### src/rtl/register_scoreboard.sv
// register_scoreboard
//   Producer-side bookkeeping for the pipelined RV32 core. It counts the
//   register writes that have issued but not yet retired, and it flags each
//   outstanding load. From that state it raises the decode stall.
//
//   Issue handshake: an instruction is accepted on a rising edge when all of
//   issueValid, !issueFlush and !issueStall hold in the preceding cycle.
//   issueStall is combinational and depends only on the current inputs and the
//   state, so it is valid within the same cycle as issueValid. Load responses
//   and retires have no back-pressure. They are consumed in the cycle they
//   are presented.
//
// Ports
//   clk, reset              : clock; synchronous active-high reset
//   issueValid/issueFlush   : decode presents / kills an instruction
//   issueReadIndex1/2       : source registers (0 = no read)
//   issueWriteEnable/Index  : destination register of the issuing instruction
//   issueIsLoad             : issuing instruction is a load
//   loadResponseValid/Index : load data returns for a destination
//   retireValid/WriteIndex  : writeback commits a register write
//   issueStall              : decode must hold this cycle
//   pendingMask             : bit i = in-flight counter of register i is non-zero
//   loadPendingMask         : bit i = outstanding load to register i
//   totalInFlight           : sum of all in-flight counters
//   underflowError          : sticky, set when a retire targets a register with counter 0
module register_scoreboard #(
  parameter int COUNT_WIDTH = 2,
  parameter int NUM_REGS    = 32
) (
  input  logic                   clk,
  input  logic                   reset,
  input  logic                   issueValid,
  input  logic                   issueFlush,
  input  logic [4:0]             issueReadIndex1,
  input  logic [4:0]             issueReadIndex2,
  input  logic                   issueWriteEnable,
  input  logic [4:0]             issueWriteIndex,
  input  logic                   issueIsLoad,
  input  logic                   loadResponseValid,
  input  logic [4:0]             loadResponseIndex,
  input  logic                   retireValid,
  input  logic [4:0]             retireWriteIndex,
  output logic                   issueStall,
  output logic [NUM_REGS-1:0]    pendingMask,
  output logic [NUM_REGS-1:0]    loadPendingMask,
  output logic [COUNT_WIDTH+4:0] totalInFlight,
  output logic                   underflowError
);

  localparam int TW = COUNT_WIDTH + 5;
  localparam logic [COUNT_WIDTH-1:0] CMAX = '1;

  logic [COUNT_WIDTH-1:0] r_count [NUM_REGS];
  logic [NUM_REGS-1:0]    r_load_pending;
  logic [TW-1:0]          r_total;
  logic                   r_underflow;

  logic w_raw1, w_raw2, w_waw_sat, w_load_dup;
  logic w_fire, w_retire_ok, w_retire_under;
  logic [NUM_REGS-1:0] w_inc_vec, w_dec_vec, w_lp_set, w_lp_clr;

  // A load response that arrives in the same cycle as the dependent read is
  // forwardable, so it removes the hazard.
  always_comb begin
    w_raw1 = (issueReadIndex1 != 5'd0) && r_load_pending[issueReadIndex1] &&
             !(loadResponseValid && (loadResponseIndex == issueReadIndex1));
    w_raw2 = (issueReadIndex2 != 5'd0) && r_load_pending[issueReadIndex2] &&
             !(loadResponseValid && (loadResponseIndex == issueReadIndex2));
    // A same-cycle retire of the destination frees one slot, so a counter at
    // its maximum does not stall in that cycle.
    w_waw_sat = issueWriteEnable && (issueWriteIndex != 5'd0) &&
                (r_count[issueWriteIndex] == CMAX) &&
                !(retireValid && (retireWriteIndex == issueWriteIndex));
    // Each destination may have only one outstanding load.
    w_load_dup = issueIsLoad && issueWriteEnable && (issueWriteIndex != 5'd0) &&
                 r_load_pending[issueWriteIndex] &&
                 !(loadResponseValid && (loadResponseIndex == issueWriteIndex));
    issueStall = issueValid && !issueFlush &&
                 (w_raw1 || w_raw2 || w_waw_sat || w_load_dup);
    w_fire = issueValid && !issueFlush && !issueStall &&
             issueWriteEnable && (issueWriteIndex != 5'd0);
    w_retire_ok    = retireValid && (retireWriteIndex != 5'd0) &&
                     (r_count[retireWriteIndex] != '0);
    w_retire_under = retireValid && (retireWriteIndex != 5'd0) &&
                     (r_count[retireWriteIndex] == '0);
  end

  // Decode each event into a one-hot per-register vector. Bit 0 never sets
  // because every event above already excludes index 0.
  always_comb begin
    w_inc_vec = '0;
    w_dec_vec = '0;
    w_lp_set  = '0;
    w_lp_clr  = '0;
    if (w_fire) w_inc_vec[issueWriteIndex] = 1'b1;
    if (w_fire && issueIsLoad) w_lp_set[issueWriteIndex] = 1'b1;
    if (w_retire_ok) w_dec_vec[retireWriteIndex] = 1'b1;
    if (loadResponseValid && (loadResponseIndex != 5'd0))
      w_lp_clr[loadResponseIndex] = 1'b1;
  end

  always_ff @(posedge clk) begin
    if (reset) begin
      for (int i = 0; i < NUM_REGS; i++) r_count[i] <= '0;
      r_load_pending <= '0;
      r_total        <= '0;
      r_underflow    <= 1'b0;
    end else begin
      r_count[0] <= '0;
      for (int i = 1; i < NUM_REGS; i++) begin
        // An issue and a retire on the same register cancel each other out.
        case ({w_inc_vec[i], w_dec_vec[i]})
          2'b10:   r_count[i] <= r_count[i] + 1'b1;
          2'b01:   r_count[i] <= r_count[i] - 1'b1;
          default: r_count[i] <= r_count[i];
        endcase
      end
      // A new load that issues as the old one returns leaves the flag set.
      r_load_pending <= w_lp_set | (r_load_pending & ~w_lp_clr);
      r_total        <= r_total + TW'(w_fire) - TW'(w_retire_ok);
      r_underflow    <= r_underflow | w_retire_under;
    end
  end

  always_comb begin
    pendingMask = '0;
    for (int i = 1; i < NUM_REGS; i++) pendingMask[i] = (r_count[i] != '0);
  end

  assign loadPendingMask = {r_load_pending[NUM_REGS-1:1], 1'b0};
  assign totalInFlight   = r_total;
  assign underflowError  = r_underflow;

endmodule

### config.mk
export PLATFORM = sky130hd
export DESIGN_NAME = register_scoreboard
export DESIGN_NICKNAME = d
export VERILOG_FILES = /design/src/rtl/register_scoreboard.sv
export SDC_FILE = /design/constraint.sdc
export NUM_CORES = 1
export LEC_CHECK = 0
export CORE_UTILIZATION = 50
export DETAILED_ROUTE_END_ITERATION = 10
export PLACE_DENSITY = 0.78
export RECOVER_POWER = 50
export SLEW_MARGIN = 25
export SYNTH_ARGS = -nofsm -noshare
export SYNTH_HDL_FRONTEND = slang
export SYNTH_SLANG_ARGS = --single-unit
### constraint.sdc
create_clock -name clk -period 9.95 [get_ports clk]
set_clock_uncertainty 0.15 [all_clocks]
set_input_delay 1.4925 -clock clk [delete_from_list [all_inputs] [get_ports clk]]
set_output_delay 1.4925 -clock clk [all_outputs]
set_load 0.01 [all_outputs]
Yosys cells after proc, flatten, opt, wreduce, memory -nomap -nowiden
Memories as Yosys holds them, arrays and structs flattened.
Index checks and enable logic that the tools add are counted.

storage, ports and cells
  register bits = 40
  latch bits = 0
  RAM bits = 64
  bits in read-only memories = 0
  logic and storage cells = 739
  memories kept = 1

memories
  memory   words  width  read ports  clocked after Yosys merged registers in  write ports  line  text
  r_count  32     2      33          0                                        32           53    logic [COUNT_WIDTH-1:0] r_count [NUM_REGS];

operators by class
  add/sub/neg operators = 64
  multipliers = 0
  divide/modulo/power cells = 0
  $lt $le $gt $ge = 8
  equal/unequal tests = 67
  shift-type cells = 0
  multiplexer cells = 392
  bitwise operators = 98
  reduce and logical (&&, ||, !) cells = 106

operators by type and width
  kind                                                 count
  2-to-1 mux 1 bit                                     288
  2-to-1 mux 2 bit                                     94
  2-to-1 mux 32 bit                                    4
  bitwise OR 1 bit                                     95
  == test 2 bit, second input constant                 32
  nonzero test 2 bit                                   32
  adder 2 x 1 -> 2 bit, second input constant          31
  == test 2 x 1 -> 1 bit, second input constant        31
  OR reduction 2 bit                                   31
  subtractor 2 x 1 -> 2 bit, second input constant     31
  AND 32 bit                                           1
  inverter 32 bit                                      1
  bitwise OR 32 bit                                    1
  < comparator 5 x 6 -> 1 bit, second input constant   5
  logical AND 1 bit                                    28
  nonzero test 5 bit                                   5
  == test 5 bit                                        4
  binary-select mux 1 bit (select 5 bit)               3
  demux 1 bit (select 5 bit)                           3
  >= comparator 5 x 1 -> 1 bit, second input constant  3
  adder 7 x 1 -> 7 bit                                 1
  subtractor 7 x 1 -> 7 bit                            1
  zero test 1 bit                                      6
  logical OR 1 bit                                     3
  zero test 2 bit                                      1

Depth between registers and ports, before layout
Gate-level depths: netlist (run 1).

  word-level depth = 20
  gate-level depth with buffers = 23
  mapped depth without buffers = 18

Worst setup path before layout (run 1)
No wires, ideal clock.

  path kind = input to register
  start = in issueReadIndex1[0]
  end = reg r_total[6] (netlist: totalInFlight[6])
  arrival = 5.080 ns
  path slack = 4.593 ns
  stages = 20
  buffers on the path = 3
  cells stage by stage = buf_6 mux4_1 mux4_2 o2111a_2 a21oi_4 nand4_4 buf_6 buf_6 ha_1 inv_1 ha_1 inv_1 fa_1 nor2b_1 o21ai_0 nand2b_1 a21o_1 a21oi_1 xnor2_1 nor2_1

between the ends
  longest elaborated chain between the ends = 14
  elaborated cells on any way between the ends = 18
  those cells by class = 2 x add/sub; 1 x eq/ne; 2 x mux; 13 x reduce/logical

RTL lines
  what                                                                         line    text
  start, declared                                                              34      input logic [4:0] issueReadIndex1,
  binary-select mux 1 bit (select 5 bit) or == test 5 bit (tied branches)      65, 66
  2-to-1 mux 1 bit (implied by the code) or logical AND 1 bit (tied branches)  65, 66
  logical AND 1 bit or zero test 1 bit (tied branches)                         65, 66
  logical AND 1 bit *                                                          65      w_raw1 = (issueReadIndex1 != 5'd0) && r_load_pending[issueReadIndex1] &&
  logical OR 1 bit * (3 in series)                                             79      (w_raw1 || w_raw2 || w_waw_sat || w_load_dup);
  logical AND 1 bit *                                                          78      issueStall = issueValid && !issueFlush &&
  zero test 1 bit *                                                            80      w_fire = issueValid && !issueFlush && !issueStall &&
  logical AND 1 bit * (2 in series)                                            80
  logical AND 1 bit *                                                          81      issueWriteEnable && (issueWriteIndex != 5'd0);
  adder 7 x 1 -> 7 bit *                                                       120     r_total <= r_total + TW'(w_fire) - TW'(w_retire_ok);
  subtractor 7 x 1 -> 7 bit *                                                  120
  end signal, assigned                                                         120
  end, declared                                                                55      logic [TW-1:0] r_total;

Every way passes the cells marked *; elsewhere a longest branch is shown, timed or not. The select of a mux whose other input is x is not followed.
A chain may end at the register's enable or synchronous reset.

Worst setup path in the final report (run 1)
  start = in issueWriteIndex[0]
  end = reg r_total[6] (netlist: totalInFlight[6])

between the ends
  longest elaborated chain between the ends = 13
  elaborated cells on any way between the ends = 26
  those cells by class = 2 x add/sub; 3 x eq/ne; 2 x mux; 18 x reduce/logical; 1 x memory

RTL lines
  what                                                  line    text
  start, declared                                       37      input logic [4:0] issueWriteIndex,
  memory (32 x 2 bit), or another cell as far along     --
  == test 2 bit, or another cell as far along           72      (r_count[issueWriteIndex] == CMAX) &&
  logical AND 1 bit or zero test 1 bit (tied branches)  71, 73
  logical AND 1 bit                                     72
  logical OR 1 bit (2 in series)                        79
  logical AND 1 bit                                     78
  zero test 1 bit                                       80
  logical AND 1 bit (2 in series)                       80
  logical AND 1 bit *                                   81
  adder 7 x 1 -> 7 bit *                                120
  subtractor 7 x 1 -> 7 bit *                           120

Marked as above.

==> flow_summary.yaml, run 1 <==
run_status:
  status: "finished with violations"
  violations: "capacitance limit, slew limit"
worst_hold_path:
  min_to: "r_load_pending[0]"
  hp-class: "reg -> reg"
  min_from: "r_load_pending[0]"
  whs_path_depth: 1
yosys:
  yosysTopAreaCell: "edfxtp_1"
  synth.top_cell.area_share_pct: 19.6
  synth_ff_type: "edfxtp_1"
  synthesis.area_um2: 9480
  ys_top_cells_by_count: "nor2_1, nand2_1, ha_1, nor3_1, edfxtp_1"
  synthCells: 1052
  synth_warnings: 0
  ys_types: 71
  yosys_register_bits: 102
  ys_seq_area_share_pct: 28.1
  yosysMostFrequentCell: "nor2_1"
  syn-mean-instance-area_um2: 9.01
  synth_edf_count: 62
  synth.area.top_cells: "edfxtp_1, ha_1, dfxtp_1, nor2_1, mux4_2"
  synthArstFlopShare_pct: 0
worst_setup_path:
  path_cells: "dlygate4sd3_1 > or2_0 > o21ai_0 > nor3_1 > nand4_4 > ha_1 > inv_1 > ha_1 > inv_1 > fa_1 > nor2b_1 > o21ai_0 > nand2b_1 > a21o_1 > a21oi_1 > xnor2_1 > nor2_1"
  cp_data_required_time_ns: 9.94
  critPathLaunchType: "primary input"
  cp-end-kind: "register"
  reg2reg_slack_ns: 4.91
  slowest_delay_ns: 1.24
  critical_path_class: "in -> reg"
  r2r-end: "totalInFlight[6]"
  crit_path_max_fanout: 54
  crit_path_top_delay_cell: "or2_0"
  rr_worst_depth: 18
  critPathArrivalTime_ns: 7.66
  worstReg2RegStart: "r_count[23][1]"
timing:
  setup_viol_count_final: 0
  timing.final.crit_share_pct: 77.1
  slew_headroom_pct: -110
  fin_setup_tns_ns: 0
  hold_viol: 0
  max_freq_ghz: 0.130
  hold_ws_ns: 0.343
  rsz0062_at_grt: "false"
  drv_slew: 160
  setup_slack_ns: 2.28
  period_needed_ns: 7.67
  tightestPinTransition_ns: 3.15
grt:
  grt_remaining_overflow: 0
  grt_max_degree: 77
  grt_antenna_before_repair: 0
  grt_pass1_vias: 7692
  track_usage_pct: 27.5
  grt_pass1_wl_mm: 42.1
route:
  viasPerCell: 6.33
  num_vias: 8218
  drc: 0
  ant_nets: 0
  drt-pass1-iter-count: 5
  dr.first_iter.drc_count: 978
  drt-total-wl_mm: 26.6
  detail_route.wl_per_cell_um: 20.5
placement:
  place_hpwl_mm: 19.5
  dp_slack_ns: 2.88
  place_congestion: 0.885
  io_buffers: 103
clocking:
  post_cts_resized: 0
  cts_tree: "yes"
  postCtsSetupBuffers: 0
  cts_sinks: 102
  hold_buffers: 0
  clock_path_buffers: 2
  cts_buffers: 9
  clk_pin_slew_ns: 0.07
  h-tree-depth: 3
  insertion_delay_ns: 0.37
  cts-root-buf: "clkbuf_16"
pwr:
  p_per_area_nw_per_um2: 115
  switching_share_pct: 31.9
  power_mw: 1.20
  peakVddDrop_uv: 114
  power_leakage_nw: 3.90
  intPower_uw: 814
  seqPwrFrac_pct: 43.4
  power_switching_uw: 382
  power.share.clock_pct: 28.7
  power_frac_comb_pct: 27.9
cells_and_area:
  multiInputGateArea_um2: 6030
  area_delta_synth_final_pct: 9.87
  fill_cells: 1626
  diodes: 0
  finalNetCount: 1169
  drive_gt1_share_pct: 10.6
  ff_latch_area_um2: 2660
  utilization_pct: 57.0
die:
  rows: 49
  die-area_um2: 19500
  die_x_um: 140
  start_util_pct: 51.9
  die_y_um: 140
  ios: 106
  placeableCoreArea_um2: 18300
flow_run:
  maxCapViolCount: 3
-- cells in the final DEF, fill, tap and decap left out, types with 13 or more instances in the layout --
cell type | Yosys | layout
o21ai_0 | 15 | 15
nor3_2 | 15 | 15
xnor2_1 | 37 | 37
ha_1 | 70 | 70
o22ai_1 | 15 | 15
or2_2 | 44 | 43
edfxtp_1 | 62 | 62
dfxtp_1 | 40 | 40
a21oi_1 | 22 | 22
clkdlybuf4s50_1 | 0 | 30
o32ai_1 | 13 | 13
dlygate4sd3_1 | 1 | 71
nand3b_1 | 21 | 21
mux2i_1 | 41 | 41
or3_1 | 28 | 28
nand2_1 | 82 | 82
o21bai_1 | 34 | 34
xor2_1 | 31 | 31
mux4_2 | 21 | 21
nor3_1 | 69 | 69
nor2_1 | 135 | 135
inv_1 | 33 | 33
-- critical path, delay by kind of cell --
| family | cells | cell delay [ns] |
|---|---|---|
| compound gates | 4 | 0.72 |
| xor+xnor | 1 | 0.16 |
| fa+ha+maj | 3 | 1.11 |
| buf+inv | 3 | 1.30 |
| simple gates | 6 | 2.83 |
-- power groups by stage --
stage / Sequential [mW] / Combinational [mW] / Clock (mW)
floorplan: 0.518 / 0.237 / 0
global placement: 0.527 / 0.329 / 0
detailed placement: 0.527 / 0.337 / 0
CTS: 0.517 / 0.340 / 0.346
global route: 0.522 / 0.363 / 0.363
finish: 0.518 / 0.334 / 0.343
-- flip-flops by register name, summed over array words and instances (netlist names) --
signal,count
r_load_pending,32
r_count,62
underflowError,1
totalInFlight,7
-- stage by stage --
stage / cells / instance area (um^2)
global placement: 1283 / 10200
detailed placement: 1283 / 10200
global route: 1299 / 10400
floorplan: 1053 / 9490
finish: 1299 / 10400
CTS: 1299 / 10500
-- layer usage --
metal	GRT usage [%]	vias up	wire length (um)
met5	0	-	0
met4	9.25	0	752
met3	4.89	71	2380
met2	43.6	411	12400
met1	37.7	3987	11200
li1	-	3749	-
-- layout make-up --
class,instances,share of cell area (%)
inverter,34,1.23
timing repair buffer,105,9.90
clock buffer,11,2.23
sequential,102,25.6
clock inverter,5,0.408
multi-input combinational,813,57.9
tap,229,2.75
-- logic make-up (layout without fill, tap and decap cells) --
kind of cell | after synthesis | count (layout) | share of synthesized area (%)
AOI/OAI and AO/OA | 140 | 140 | 11.3
xor gates and xnor gates | 68 | 68 | 6.28
adders and majority gates | 71 | 71 | 9.45
buffers and inverters | 138 | 155 | 8.06
DFF | 102 | 102 | 28.1
muxes | 71 | 71 | 11.3
other | 1 | 2 | 0.0396
and+or+nand+nor | 461 | 461 | 25.4
-- how the worst max path moves through the flow --
stage	from	to	slack, ns
4_1_cts	issueWriteIndex[4]	issueStall	3.22
2_1_floorplan	issueReadIndex1[0]	totalInFlight[6]	4.59
6_report	issueWriteIndex[0]	totalInFlight[6]	2.28
3_5_place_dp	issueWriteIndex[0]	totalInFlight[6]	2.88
5_1_grt	issueWriteIndex[0]	totalInFlight[6]	1.85
3_3_place_gp	issueWriteIndex[0]	totalInFlight[6]	3.07
Power figures use the tool's default switching activity.
==> run 2: changes to the inputs <==
- PLACE_DENSITY: 0.78 -> 0.81
- clock period: 9.95 -> 6.6 ns (I/O delays scaled with it)
==> run 2 against run 1 <==
  * The flow still finishes with violations (capacitance limit, slew limit)
  * Sequential power rose by 50%
  * Flip-flop and latch count unchanged
  * Global-route usage decreased by 0.75 points
  * Utilization rose by 0.72 points
  * Critical path depth fell by 5
  * Count of clock-buffer cells in the layout rose by 3
  * Power is 57% higher
  * Wire length is 2.5% lower
  * Critical endpoint is now r_count[24][1]
==> flow_summary.yaml, run 2 (same netlist as run 1, synthesis figures left out) <==
run_status:
  status: "finished with violations"
  violations: "capacitance limit, slew limit"
cells_and_area:
  drive_gt1_share_pct: 11.6
  area_delta_synth_final_pct: 11.3
  multiInputGateArea_um2: 6050
  layout_common_cells: "nor2_1, nand2_1, dlygate4sd3_1, ha_1, nor3_1"
  fill_cells: 1579
  ff_latch_area_um2: 2660
  finalNetCount: 1179
  largest_register: "r_count"
  diodes: 0
  mostFrequentLayoutCell: "nor2_1"
  largest_register_ffs: 62
die:
  placeableCoreArea_um2: 18300
  die-area_um2: 19500
  ios: 106
  rows: 49
  start_util_pct: 51.9
  die_x_um: 140
  die_y_um: 140
timing:
  fin_setup_tns_ns: 0
  slew_headroom_pct: -88.4
  tightestPinTransition_ns: 2.83
  period_needed_ns: 5.78
  rsz0062_at_grt: "false"
  hold_viol: 0
  timing.final.crit_share_pct: 87.6
  setup_viol_count_final: 0
  max_freq_ghz: 0.173
  drv_slew: 137
route:
  dr.first_iter.drc_count: 861
  drt-pass1-iter-count: 5
  viasPerCell: 6.24
  drc: 0
  num_vias: 8173
  drt-total-wl_mm: 26.0
  detail_route.wl_per_cell_um: 19.8
  ant_nets: 0
grt:
  grt_remaining_overflow: 0
  grt_antenna_before_repair: 0
  grt_max_degree: 69
  met2_usage_pct: 42.4
  grtUsageMet3_pct: 4.16
  track_usage_pct: 26.7
  grt_pass1_vias: 7650
  grtUsageMet1_pct: 35.7
  grt_pass1_wl_mm: 40.9
  grt-busiest-layer: "met2"
pwr:
  power_leakage_nw: 3.98
  power_mw: 1.88
  peakVddDrop_uv: 132
  p_per_area_nw_per_um2: 178
placement:
  place_congestion: 0.931
  place_hpwl_mm: 18.9
  io_buffers: 103
clocking:
  cts_tree: "yes"
  postCtsSetupBuffers: 0
  insertion_delay_ns: 0.37
  cts-root-buf: "clkbuf_16"
  cts_buffers: 9
  h-tree-depth: 3
  hold_buffers: 0
  post_cts_resized: 0
  clock_path_buffers: 2
  cts_sinks: 102
  clk_pin_slew_ns: 0.08
worst_setup_path:
  crit_path_max_fanout: 53
  critical_path_class: "in -> reg"
  critPathArrivalTime_ns: 5.65
  cp-end-kind: "register"
  slowest_delay_ns: 0.89
  crit_path_top_delay_cell: "dlygate4sd3_1"
  cp_data_required_time_ns: 6.48
  critPathLaunchType: "primary input"
  cpMostUsedCell: "or3_1"
  cpLargestDelayFamily: "buffers and inverters"
  critPathBufInv: 3
  path_cells: "dlygate4sd3_1 > clkbuf_1 > or3_1 > o21ai_0 > nor3_1 > nand4_4 > clkbuf_2 > or3_1 > ha_1 > xor2_1 > xnor2_1 > nor2_1"
worst_hold_path:
  hp-class: "reg -> reg"
flow_run:
  maxCapViolCount: 2
-- run 2: worst paths after layout --
check | startpoint | endpoint | slack [ns] | cells after the start
worst max-delay path | issueWriteIndex[4] | r_count[24][1] | 0.82 | 12
worst min-delay path | r_load_pending[0] | r_load_pending[0] | 0.32 | 1
worst max register to register | r_count[21][1] | r_count[24][1] | 2.04 | 12
worst min register to register | r_load_pending[0] | r_load_pending[0] | 0.32 | 1
-- run 2: per-layer routing --
| layer | part of all wire [%] | up-vias |
|---|---|---|
| met1 | 42 | 3932 |
| met4 | 3.7 | 0 |
| met3 | 8.5 | 77 |
| li1 | - | 3773 |
| met5 | 0 | - |
| met2 | 46 | 391 |
-- run 2: area by class of cell --
type                    instances  share of cell area [%]
multi-input cells             813                    57.3
inverters                      34                    1.21
repair buffers                115                    10.4
well taps                     229                    2.72
clock inverters                 2                   0.368
clock buffers                  14                    2.70
flip-flops and latches        102                    25.2
-- run 2: metrics by stage --
step           std cells  hold slack (ns)  area (um^2)  worst slack [ns]  utilization (%)
6_report            1309            0.320        10500             0.820             57.7
5_1_grt             1309            0.356        10500             0.510             57.7
4_1_cts             1309            0.321        10600              1.13             57.9
3_5_place_dp        1293            0.311        10300             0.971             56.1
3_3_place_gp        1293            0.305        10300              1.03             56.1
2_1_floorplan       1053            0.287         9490              1.75                -
-- run 2: power by group --
part	total, mW	leakage, nW	internal (mW)	switching (mW)
combinational	0.512	2.87	0.239	0.273
clock	0.589	0.158	0.339	0.249
sequential	0.775	0.955	0.729	0.0454
==> run 3: changes to the inputs <==
- CAP_MARGIN: unset -> 30
==> run 3 against run 2 <==
  * The flow still finishes with violations (capacitance limit, slew limit)
  * Non-clock buffer count grew 1
  * Power decreased by 0.22%
  * Largest power group unchanged
  * Register-to-register slack better by 0.15 ns
  * Maximum frequency grew 1.9%
  * Sequential power barely moved
  * Critical endpoint is now issueStall
  * Hold slack better by 0.0072 ns
==> flow_summary.yaml, run 3 (same netlist as run 1, synthesis figures left out) <==
timing:
  tightestPinTransition_ns: 2.79
  hold_ws_ns: 0.327
  setup_viol_count_final: 0
  rsz0062_at_grt: "false"
  fin_setup_tns_ns: 0
  setup_slack_ns: 0.929
  max_freq_ghz: 0.176
  drv_slew: 137
  timing.final.crit_share_pct: 85.9
  hold_viol: 0
  slew_headroom_pct: -86.0
  period_needed_ns: 5.67
worst_setup_path:
  critPathLaunchType: "primary input"
  critical_path_class: "in -> out"
  cp-end-kind: "output port"
  rr_worst_depth: 17
  critPathArrivalTime_ns: 4.53
  worstReg2RegStart: "r_count[6][1]"
  crit_path_max_fanout: 15
  reg2reg_slack_ns: 2.19
  cp_data_required_time_ns: 5.46
  r2r-end: "totalInFlight[6]"
placement:
  io_buffers: 103
  place_hpwl_mm: 18.9
  dp_slack_ns: 0.958
  place_congestion: 0.931
clocking:
  cts_tree: "yes"
  cts_sinks: 102
  cts-root-buf: "clkbuf_16"
  clock_path_buffers: 2
  h-tree-depth: 3
  hold_buffers: 0
  postCtsSetupBuffers: 0
  clk_pin_slew_ns: 0.07
  insertion_delay_ns: 0.36
  cts_buffers: 9
  post_cts_resized: 0
route:
  drt-total-wl_mm: 26.0
  dr_wl_met3_mm: 1.87
  detail_route.wl_per_cell_um: 19.8
  ant_nets: 0
  top_layer_used: "met4"
  drt-pass1-iter-count: 5
  drc: 0
  met2_length_mm: 12.0
  viasPerCell: 6.22
  dr.first_iter.drc_count: 851
  wirelength_met1_mm: 11.2
  num_vias: 8153
cells_and_area:
  finalNetCount: 1180
  fill_cells: 1585
  layout_common_cells: "nor2_1, nand2_1, dlygate4sd3_1, ha_1, nor3_1"
  mostFrequentLayoutCell: "nor2_1"
  largest_register: "r_count"
  ff_latch_area_um2: 2660
  multiInputGateArea_um2: 6050
  diodes: 0
  utilization_pct: 57.8
  drive_gt1_share_pct: 11.8
  largest_register_ffs: 62
  area_delta_synth_final_pct: 11.4
worst_hold_path:
  min_from: "r_load_pending[0]"
  hp-class: "reg -> reg"
  whs_path_depth: 1
  min_to: "r_load_pending[0]"
pwr:
  power_leakage_nw: 4.00
  peakVddDrop_uv: 129
  power_mw: 1.87
  p_per_area_nw_per_um2: 177
grt:
  track_usage_pct: 26.9
  grt_pass1_vias: 7711
  grt_antenna_before_repair: 0
  grt_remaining_overflow: 0
  grt_pass1_wl_mm: 41.4
  grt_max_degree: 69
run_status:
  status: "finished with violations"
  violations: "capacitance limit, slew limit"
die:
  placeableCoreArea_um2: 18300
  die_y_um: 140
  die-area_um2: 19500
  die_x_um: 140
  ios: 106
  start_util_pct: 51.9
  rows: 49
flow_run:
  maxCapViolCount: 2
run 3: cell type report:
type,count,share of cell area [%]
sequential,102,25.2
inverter,34,1.21
timing repair buffer,116,10.5
tap,229,2.71
multi-input combinational,813,57.3
clock buffer,13,2.67
clock inverter,3,0.379
run 3: routing by layer:
metal | track usage [%] | up-vias
met4 | 11.9 | 0
met2 | 42.3 | 390
met3 | 3.51 | 83
li1 | - | 3782
met5 | 0 | -
met1 | 37.1 | 3898
run 3: where the power goes:
| group | leakage, nW | internal (mW) | switching [mW] | total [mW] |
|---|---|---|---|---|
| registers | 0.955 | 0.729 | 0.0456 | 0.775 |
| clock network | 0.163 | 0.338 | 0.246 | 0.584 |
| logic | 2.88 | 0.239 | 0.274 | 0.513 |
run 3: critical path, cell delays in order:
cell,delay (ns)
dlygate4sd3_1,0.88
clkbuf_1,0.40
or3_1,0.45
o21ai_0,0.27
a31oi_1,0.29
o311ai_4,0.20
a311oi_1,0.41
clkdlybuf4s50_1,0.63
run 3: worst max path at each step:
stage / to / startpoint / slack, ns / cells past startpoint
after floorplan: totalInFlight[6] / issueReadIndex1[0] / 1.75 / 20
after global placement: totalInFlight[6] / retireWriteIndex[1] / 1.03 / 19
after detailed placement: totalInFlight[6] / issueReadIndex1[0] / 0.96 / 18
after CTS: issueStall / issueWriteIndex[4] / 1.11 / 9
after global routing: issueStall / issueWriteIndex[4] / 0.72 / 8
final: issueStall / issueWriteIndex[4] / 0.93 / 8
run 3: stage by stage:
step / instances / cell area [um^2]
2_1_floorplan: 1053 / 9490
3_3_place_gp: 1293 / 10300
3_5_place_dp: 1294 / 10300
4_1_cts: 1310 / 10600
5_1_grt: 1310 / 10600
6_report: 1310 / 10600
